<file path="config.mk">
export PLATFORM = sky130hd
export DESIGN_NAME = pipe_hazard_unit
export DESIGN_NICKNAME = d
export VERILOG_FILES = /design/src/rtl/pipe_hazard_unit.sv
export SDC_FILE = /design/constraint.sdc
export NUM_CORES = 1
export LEC_CHECK = 0
export ABC_AREA = 1
export CORE_AREA = 2 2 121 123
export DETAILED_ROUTE_END_ITERATION = 7
export DIE_AREA = 0 0 123 125
export GPL_ROUTABILITY_DRIVEN = 0
export HOLD_SLACK_MARGIN = 0.1
export PLACE_DENSITY_LB_ADDON = 0.08
export SLEW_MARGIN = 15
export SYNTH_ARGS = -nofsm -noshare
export SYNTH_HDL_FRONTEND = slang
export SYNTH_SLANG_ARGS = --single-unit
export TNS_END_PERCENT = 1
</file>
<file path="constraint.sdc">
create_clock -name clk -period 2.4 [get_ports clk]
set_clock_uncertainty 0.05 [all_clocks]
set_input_delay 0.24 -clock clk [delete_from_list [all_inputs] [get_ports clk]]
set_output_delay 0.24 -clock clk [all_outputs]
set_load 0.02 [all_outputs]
</file>
<file path="src/rtl/pipe_hazard_unit.sv">
// Hazard/forwarding unit: in-flight write scoreboard, operand forwarding, load-use stall, branch flush.
// Optional perf counters are compiled in when PIPE_HAZARD_PERF_EN is defined.
module pipe_hazard_unit #(
    parameter int unsigned DATA_W     = 32,
    parameter int unsigned REG_ADDR_W = 5,
    parameter int unsigned FWD_DEPTH  = 3,
    parameter int unsigned LOAD_STAGE = 1
) (
    input  logic                        clk,
    input  logic                        rst,
    input  logic                        id_valid,
    input  logic [REG_ADDR_W-1:0]       id_rs,
    input  logic [REG_ADDR_W-1:0]       id_rt,
    input  logic                        id_use_rs,
    input  logic                        id_use_rt,
    input  logic                        id_wr_en,
    input  logic [REG_ADDR_W-1:0]       id_wr_dst,
    input  logic                        id_is_load,
    input  logic                        id_branch,
    input  logic                        br_taken,
    input  logic [DATA_W-1:0]           rf_a,
    input  logic [DATA_W-1:0]           rf_b,
    input  logic [FWD_DEPTH*DATA_W-1:0] stage_data,
    output logic [DATA_W-1:0]           op_a,
    output logic [DATA_W-1:0]           op_b,
    output logic                        stall,
    output logic                        flush,
    output logic [31:0]                 perf_stall_cnt,
    output logic [31:0]                 perf_flush_cnt
);

    logic [FWD_DEPTH-1:0]                 vld_q, vld_d;
    logic [FWD_DEPTH-1:0]                 wr_q, wr_d;
    logic [FWD_DEPTH-1:0]                 ld_q, ld_d;
    logic [FWD_DEPTH-1:0][REG_ADDR_W-1:0] dst_q, dst_d;
    logic                                 flush_q, flush_d;

    logic haz_a, haz_b;
    logic insert;

    // Scan oldest to youngest so the youngest matching entry overrides the rest.
    always_comb begin
        op_a  = rf_a;
        op_b  = rf_b;
        haz_a = 1'b0;
        haz_b = 1'b0;
        for (int k = int'(FWD_DEPTH) - 1; k >= 0; k--) begin
            if (id_use_rs && vld_q[k] && wr_q[k] && (dst_q[k] == id_rs) && (id_rs != '0)) begin
                op_a  = stage_data[k*DATA_W +: DATA_W];
                haz_a = ld_q[k] && (k < int'(LOAD_STAGE));
            end
            if (id_use_rt && vld_q[k] && wr_q[k] && (dst_q[k] == id_rt) && (id_rt != '0)) begin
                op_b  = stage_data[k*DATA_W +: DATA_W];
                haz_b = ld_q[k] && (k < int'(LOAD_STAGE));
            end
        end
    end

    // A slot shadowed by the previous cycle's flush is a bubble: no stall, no flush, no insert.
    always_comb begin
        stall   = id_valid && !flush_q && (haz_a || haz_b);
        flush   = id_valid && id_branch && br_taken && !stall && !flush_q;
        insert  = id_valid && !stall && !flush_q;
        flush_d = flush;
    end

    always_comb begin
        vld_d    = '0;
        wr_d     = '0;
        ld_d     = '0;
        dst_d    = '0;
        vld_d[0] = insert;
        wr_d[0]  = id_wr_en;
        ld_d[0]  = id_is_load;
        dst_d[0] = id_wr_dst;
        for (int k = 1; k < int'(FWD_DEPTH); k++) begin
            vld_d[k] = vld_q[k-1];
            wr_d[k]  = wr_q[k-1];
            ld_d[k]  = ld_q[k-1];
            dst_d[k] = dst_q[k-1];
        end
    end

    always_ff @(posedge clk) begin
        if (!rst) begin
            vld_q   <= '0;
            wr_q    <= '0;
            ld_q    <= '0;
            dst_q   <= '0;
            flush_q <= 1'b0;
        end else begin
            vld_q   <= vld_d;
            wr_q    <= wr_d;
            ld_q    <= ld_d;
            dst_q   <= dst_d;
            flush_q <= flush_d;
        end
    end

`ifdef PIPE_HAZARD_PERF_EN
    logic [31:0] stall_cnt_q, stall_cnt_d;
    logic [31:0] flush_cnt_q, flush_cnt_d;

    always_comb begin
        stall_cnt_d = stall_cnt_q;
        flush_cnt_d = flush_cnt_q;
        if (stall && (stall_cnt_q != 32'hFFFF_FFFF)) stall_cnt_d = stall_cnt_q + 32'd1;
        if (flush && (flush_cnt_q != 32'hFFFF_FFFF)) flush_cnt_d = flush_cnt_q + 32'd1;
    end

    always_ff @(posedge clk) begin
        if (!rst) begin
            stall_cnt_q <= '0;
            flush_cnt_q <= '0;
        end else begin
            stall_cnt_q <= stall_cnt_d;
            flush_cnt_q <= flush_cnt_d;
        end
    end

    assign perf_stall_cnt = stall_cnt_q;
    assign perf_flush_cnt = flush_cnt_q;
`else
    assign perf_stall_cnt = 32'd0;
    assign perf_flush_cnt = 32'd0;
`endif

endmodule

</file>
**Word level (Yosys, flattened, before mapping)**

Index checks and enable logic that the tools add are counted.

- Register bits: 23
- Bits of input ports: 184
- Output and inout bits: 130
- Logic and storage cells: 58

- Equality and inequality tests: 6
- Mux-type cells: 8
- Reductions and logical operators: 37

Operators by type and width:

| kind | number |
|---|---|
| 32-bit two-way mux | 6 |
| 1-bit logical AND | 32 |
| 5-bit == test | 6 |
| 5-bit nonzero test | 2 |
| 1-bit logical NOT | 2 |
| 1-bit two-way mux | 2 |
| 1-bit logical OR | 1 |

**Longest topological paths before layout**

Gate-level depths: netlist (run 1).

- Depth after elaboration: 10
- Depth in mapped cells: 11
- Mapped depth without buffers: 11

**Least setup slack after synthesis (run 1)**

OpenSTA, ideal clock, no wires.

- Kind: flip-flop to output port
- Start: reg dst_q, in the netlist dst_d[5]
- End: out op_a[10]
- Arrival: 1.306 ns
- Required time: 2.110 ns
- Slack: 0.804 ns
- Cell stages (with the launch flop): 10
- Cell sequence: dfxtp_1 inv_1 nand2_1 nand2_1 nor2_1 nand2_1 nor2_8 buf_4 nand2_1 nand2_1

- Longest elaborated chain between the ends: 4

RTL lines:

| item | line | text |
|---|---|---|
| start, declared | 35 | `logic [FWD_DEPTH-1:0][REG_ADDR_W-1:0] dst_q, dst_d;` |
| start signal, assigned | 95 | `dst_q <= dst_d;` |
| 5-bit == test | 48 | `if (id_use_rs && vld_q[k] && wr_q[k] && (dst_q[k] == id_rs) && (id_rs != '0)) begin` |
| 1-bit logical AND (2 in series) | 48 |  |
| 32-bit two-way mux | 48 |  |
| end, declared | 24 | `output logic [DATA_W-1:0] op_a,` |

Every way passes these cells.

**Worst setup path in the final report (run 1)**

- Start: in id_use_rt
- End: out op_b[0]

- Longest elaborated chain between the ends: 7

RTL lines:

| item | line | text |
|---|---|---|
| start, declared | 15 | `input logic id_use_rt,` |
| 1-bit logical AND (4 in series) | 52 | `if (id_use_rt && vld_q[k] && wr_q[k] && (dst_q[k] == id_rt) && (id_rt != '0)) begin` |
| 32-bit two-way mux (2 in series) | 52 |  |
| 32-bit two-way mux (*) | 52 |  |
| end, declared | 25 | `output logic [DATA_W-1:0] op_b,` |

Mark *: on every way between the ends. The rest lies on a longest branch, timed or not.

==> results of run 1 <==
-- area by class of cell --
class	count	area (um2)	area share [%]
tap	184	230	3.40
timing repair buffer	293	2770	40.9
clock inverter	1	7.51	0.111
multi-input combinational	669	2910	43.0
sequential	23	462	6.82
inverter	83	312	4.60
clock buffer	3	75.1	1.11
-- power by group --
| group | total, W | switching, W | internal, W |
|---|---|---|---|
| Clock | 0.000384 | 0.000157 | 0.000227 |
| Combinational | 0.000848 | 0.000438 | 0.000409 |
| Sequential | 0.000411 | 0.0000134 | 0.000398 |
-- through the flow --
stage	setup TNS [ns]	setup WS (ns)	util [%]
6_report	0	0.0408	47.7
5_1_grt	-0.350	-0.0993	47.7
4_1_cts	-0.00999	-0.00999	49.4
3_5_place_dp	-22.75	-0.426	48.1
3_3_place_gp	-21.52	-0.388	48.1
2_1_floorplan	0	0.804	-
-- logic make-up after synthesis --
kind of cell    Yosys count  synth area share [%]
other cells               1                0.0904
buf+inv                 191                  25.6
compound gates           67                  8.08
simple gates            530                  53.4
flops                    23                  11.1
xor+xnor                  8                  1.69
-- state kept, by name (all words and copies together), names as in the netlist --
register  count
flush_q       1
vld_q         3
wr_q          3
dst_d        10
dst_q         5
ld_q          1
-- critical path: cells and delay by family --
family,cells,cell delay [ns]
AND/OR/NAND/NOR,8,0.81
buffers and inverters,4,1.00
-- Yosys cell counts --
library cell	number	share of area [%]
inv_2	11	1.0
nor2_4	3	0.81
dfxtp_1	23	11
buf_6	6	1.6
buf_2	30	3.6
inv_1	72	6.5
conb_1	1	0.090
nand3_1	137	17
nor2_8	1	0.48
xnor2_1	8	1.7
nor2_2	4	0.60
nand2_1	362	33
clkbuf_1	2	0.18
a21oi_1	67	8.1
nand4_1	3	0.45
buf_4	70	13
nor2_1	20	1.8
-- routing by layer --
metal	up-vias	routed length [um]	GRT usage, %
li1	2941	-	-
met1	2547	7890	29.5
met2	219	9130	41.4
met3	10	1410	3.79
met4	0	140	2.54
met5	-	0	0
-- worst max-delay path by stage --
stage,startpoint,endpoint,slack (ns)
6_report,id_use_rt,op_b[0],0.04
2_1_floorplan,dst_d[5],op_a[10],0.80
5_1_grt,id_use_rt,op_b[0],-0.1
3_5_place_dp,id_rs[0],op_a[18],-0.43
4_1_cts,id_rs[2],op_a[18],-0.01
3_3_place_gp,id_use_rt,op_b[0],-0.39
-- timing repair --
action	4_1_cts	5_1_grt
resized for setup	146	92
setup endpoints to repair	66	64
buffers inserted	1	0
endpoints found under the hold margin	0	0
cloned	2	0
pin swaps	4	2
==> run summary, run 1 <==
Status: complete, no violations
Final nets: 1257
Worst-Skew Late Latency: 0.26 ns
Detail Route Antenna Nets: 0
Sequence of cells on the critical path: clkdlybuf4s50_1 -> inv_1 -> nor2_2 -> nand3_2 -> nor2_4 -> nand2_2 -> buf_4 -> nand2_1 -> nand3_1 -> nand2_1 -> nand2_1 -> clkdlybuf4s15_2
Inst Count DP: 1249
Initial antenna violation count: 0
Routed WL: 18.6 mm
Highest Clock Rate: 424 MHz
Hold Crit Depth: 2
Die Wd: 123 um
DIE HEIGHT: 125 um
Mapped Cells: 820
Critical Path Max Stage Delay: 0.51 ns
Reg2Reg Launch Point: dst_d[5]
Final Hold Slack: 0.395 ns
Sequential share of the synthesized area: 11.1%
Hpwl dp: 14.2 mm
CTS tree: done
Leading cell type in the layout, fill and taps excluded: nand2_1
Vias/cell: 4.55
Remaining Overflow, GRT: 0
Final Max Tran Viols: 0
Period utilization: 98.3%
Crit end category: output port
Worst Path Max Fanout: 8
Endpoint, Worst Hold: vld_q[2]
Total I/O pin count: 314
CTS clock-pin slew for the worst setup and hold paths: 0.07 ns
Per-cell routed wire length: 14.8 um
Register bit total from synthesis: 23
# fillers: 1625
Num CTS Buffers: 3
First-pass GRT wire length: 28.4 mm
Synthesized area per cell: 5.06 um2
Pleak: 3.62 nW
RSZ-0062 raised after global routing: true
Unique masters post-synth: 17
Min Tclk post-route: 2.36 ns
Power Total: 0.00164 W
CTS sink cnt: 23
Hold Crit Start: vld_q[1]
Vias: 5717
Most frequent CP cell: nand2_1
Post-CTS Hold Buffers: 0
Core area: 14200 um2
TritonRoute pass-1 iters: 5
H-tree depth: 1
Crit path arrival time: 2.07 ns
Reg2reg end: vld_q[0]
Clock Tree Root: clkbuf_16
Initial Util: 29.2%
VDD IR max: 0.000242 V
Mapped Area: 4150 um2
Crit Path Class: input port to output port
Initial detailed-routing violation count: 284
YS warnings: 0
Req. time, crit path: 2.11 ns
Fin cells: 1256
Diode count: 0
Placed inst area: 6840 um2
R2R depth: 12
Area grow syn2layout: 63.2%
Finished Cell Area: 6770 um2
Rows: 44
Gr usage total: 23.0%
CTS max path bufs: 2
CP max-delay cell: clkdlybuf4s50_1
Max-cap violations: 0
Die area: 15400 um2
Port bufs: 249
Share of cells above drive strength 1: 13.2%
R2R setup slack: 0.85 ns
Crit path launch type: input port
Final hold violation count: 0
Setup violators final: 0
Hold WC Path Type: flop to flop
Pin count of the biggest net entering global routing: 27
PwrDens: 243 nW/um2
Drt drc: 0
Vias in the first global route: 5232
Most frequent cells in the layout: nand2_1 (358), clkdlybuf4s50_1 (173), nand3_1 (135)
(Power assumes the default switching activity.)
==> run 2, diff against run 1 <==
--- a/config.mk
+++ b/config.mk
@@ -9,9 +9,8 @@
 export CORE_AREA = 2 2 121 123
 export DETAILED_ROUTE_END_ITERATION = 7
 export DIE_AREA = 0 0 123 125
-export GPL_ROUTABILITY_DRIVEN = 0
 export HOLD_SLACK_MARGIN = 0.1
-export PLACE_DENSITY_LB_ADDON = 0.08
+export PLACE_DENSITY = 0.77
 export SLEW_MARGIN = 15
 export SYNTH_ARGS = -nofsm -noshare
 export SYNTH_HDL_FRONTEND = slang
==> run summary, run 2 (synthesis gave the netlist of run 1 again) <==
Cell family with most CP delay: buffers and inverters (unchanged)
Min Tclk post-route: 2.38 ns (was 2.36 ns)
Final Max Tran Viols: 0 (unchanged)
Routability-driven placement congestion ratio: 0.879
First-pass GRT wire length: 26.4 mm (was 28.4 mm)
Initial detailed-routing violation count: 320 (was 284)
Die Wd: 123 um (unchanged)
CTS max path bufs: 2 (unchanged)
VDD IR max: 0.000291 V (was 0.000242 V)
CTS tree: done (unchanged)
Max-cap violations: 0 (unchanged)
Final hold violation count: 0 (unchanged)
Detail Route Antenna Nets: 0 (unchanged)
Critical Path Max Stage Delay: 0.52 ns (was 0.51 ns)
Hold WC Path Type: flop to flop (unchanged)
Largest register FFs: 10 (unchanged)
Leading cell type in the layout, fill and taps excluded: nand2_1 (unchanged)
Post-CTS Hold Buffers: 0 (unchanged)
Total I/O pin count: 314 (unchanged)
Gr usage total: 21.2% (was 23.0%)
Clock Tree Root: clkbuf_16 (unchanged)
H-tree depth: 1 (unchanged)
Final Core Density: 47.0% (was 47.7%)
Crit path launch type: input port (unchanged)
Most frequent cells in the layout: nand2_1 (358), clkdlybuf4s50_1 (173), nand3_1 (137) (was nand2_1 (358), clkdlybuf4s50_1 (173), nand3_1 (135))
Period utilization: 99.3% (was 98.3%)
Worst Path Max Fanout: 18 (was 8)
TritonRoute pass-1 iters: 4 (was 5)
Vias: 5753 (was 5717)
Remaining Overflow, GRT: 0 (unchanged)
Vias in the first global route: 5252 (was 5232)
Die area: 15400 um2 (unchanged)
Fin cells: 1252 (was 1256)
Inst Count DP: 1243 (was 1249)
Rows: 44 (unchanged)
Core area: 14200 um2 (unchanged)
Crit end category: output port (unchanged)
Drt drc: 0 (unchanged)
Diode count: 0 (unchanged)
Share of cells above drive strength 1: 12.3% (was 13.2%)
Crit Path Class: input port to output port (unchanged)
# fillers: 1560 (was 1625)
CTS sink cnt: 23 (unchanged)
Port bufs: 249 (unchanged)
Initial Util: 29.2% (unchanged)
Routed WL: 17.4 mm (was 18.6 mm)
Worst-Skew Late Latency: 0.26 ns (about the same)
Pin count of the biggest net entering global routing: 33 (was 27)
Highest Clock Rate: 420 MHz (was 424 MHz)
Pleak: 3.61 nW (was 3.62 nW)
WP buf/inv: 4 (unchanged)
Num CTS Buffers: 3 (unchanged)
Most frequent CP cell: nand2_1 (unchanged)
Initial antenna violation count: 1 (was 0)
PwrDens: 239 nW/um2 (was 243 nW/um2)
Placement Setup Slack: -0.476 ns (was -0.426 ns)
Vias/cell: 4.60 (was 4.55)
Sequence of cells on the critical path: clkdlybuf4s50_1 -> nand3_1 -> a21oi_1 -> nand2_1 -> nor2_4 -> inv_2 -> buf_12 -> nand3_1 -> nand2_1 -> nand2_1 -> dlygate4sd2_1 (was clkdlybuf4s50_1 -> inv_1 -> nor2_2 -> nand3_2 -> nor2_4 -> nand2_2 -> buf_4 -> nand2_1 -> nand3_1 -> nand2_1 -> nand2_1 -> clkdlybuf4s15_2)
Setup violators final: 0 (unchanged)
CTS clock-pin slew for the worst setup and hold paths: 0.05 ns (was 0.07 ns)
Final worst slack: 0.0172 ns (was 0.0408 ns)
DIE HEIGHT: 125 um (unchanged)
Status: complete, no violations (unchanged)
Per-cell routed wire length: 13.9 um (was 14.8 um)
Final nets: 1253 (was 1257)
Area grow syn2layout: 60.9% (was 63.2%)
Req. time, crit path: 2.11 ns (about the same)
Hpwl dp: 13.5 mm (was 14.2 mm)
CP max-delay cell: clkdlybuf4s50_1 (unchanged)
Crit path arrival time: 2.09 ns (was 2.07 ns)
RSZ-0062 raised after global routing: true (unchanged)
-- run 2: cell types whose count changed in the layout (fill, tap and decap cells not counted), moves of 2 or more --
cell / previous run / this run
buf_8: 0 / 2
clkdlybuf4s15_2: 7 / 2
nand3_1: 135 / 137
dlymetal6s2s_1: 1 / 3
buf_2: 15 / 13
buf_4: 24 / 28
clkbuf_2: 42 / 38
nand3_2: 2 / 0
buf_6: 4 / 9
buf_12: 14 / 11
-- run 2: final cells by class --
| type | instances | area [um2] | share of cell area, % |
|---|---|---|---|
| multi-input combinational | 669 | 2900 | 43.4 |
| clock buffer | 4 | 78.8 | 1.18 |
| timing repair buffer | 289 | 2700 | 40.4 |
| sequential | 23 | 460 | 6.90 |
| inverter | 83 | 312 | 4.67 |
| tap | 184 | 230 | 3.45 |
-- run 2: where the power goes --
| part | switching (W) | total [W] | internal [W] |
|---|---|---|---|
| logic | 0.000430 | 0.000828 | 0.000398 |
| registers | 0.0000133 | 0.000411 | 0.000398 |
| clock network | 0.000130 | 0.000356 | 0.000227 |
-- run 2: layer usage --
layer / track usage [%] / up-vias / part of all wire [%]
li1: - / 2930 / -
met1: 26.0 / 2595 / 42
met2: 39.9 / 217 / 51
met3: 2.65 / 11 / 6.3
met4: 2.87 / 0 / 0.72
met5: 0 / - / 0
-- run 2: timing repair --
item | CTS | global route
pin swaps | 4 | 3
buffers inserted | 2 | 3
gates resized for setup | 135 | 122
setup endpoints to repair | 66 | 64
-- run 2: worst register-to-register path, stage by stage (launching register included) --
cell,delay (ns)
dfxtp_1,0.40
inv_1,0.08
nand2_1,0.06
nand2_1,0.05
nor2_1,0.17
buf_4,0.14
nand4_1,0.07
nand2_1,0.13
nand2_1,0.08
nand2_1,0.08
nor2_1,0.04
-- run 2: path summary, 6_finish.rpt --
check,start,end,slack [ns],depth (start not counted)
hold reg to reg,vld_q[1],vld_q[2],0.39,2
setup / recovery,id_use_rs,op_a[5],0.02,11
setup reg to reg,dst_d[5],vld_q[0],0.96,10
hold / removal,vld_q[1],vld_q[2],0.39,2
-- run 2: metrics by stage --
step / cell area, um2 / hold slack (ns) / power [W] / setup TNS (ns)
6_report: 6680 / 0.392 / 0.00160 / 0
5_1_grt: 6680 / 0.412 / 0.00169 / -0.256
4_1_cts: 6850 / 0.394 / 0.00162 / -1.21
3_5_place_dp: 6770 / 0.386 / 0.00129 / -26.78
3_3_place_gp: 6770 / 0.380 / 0.00129 / -25.09
2_1_floorplan: 4390 / 0.283 / 0.000871 / 0
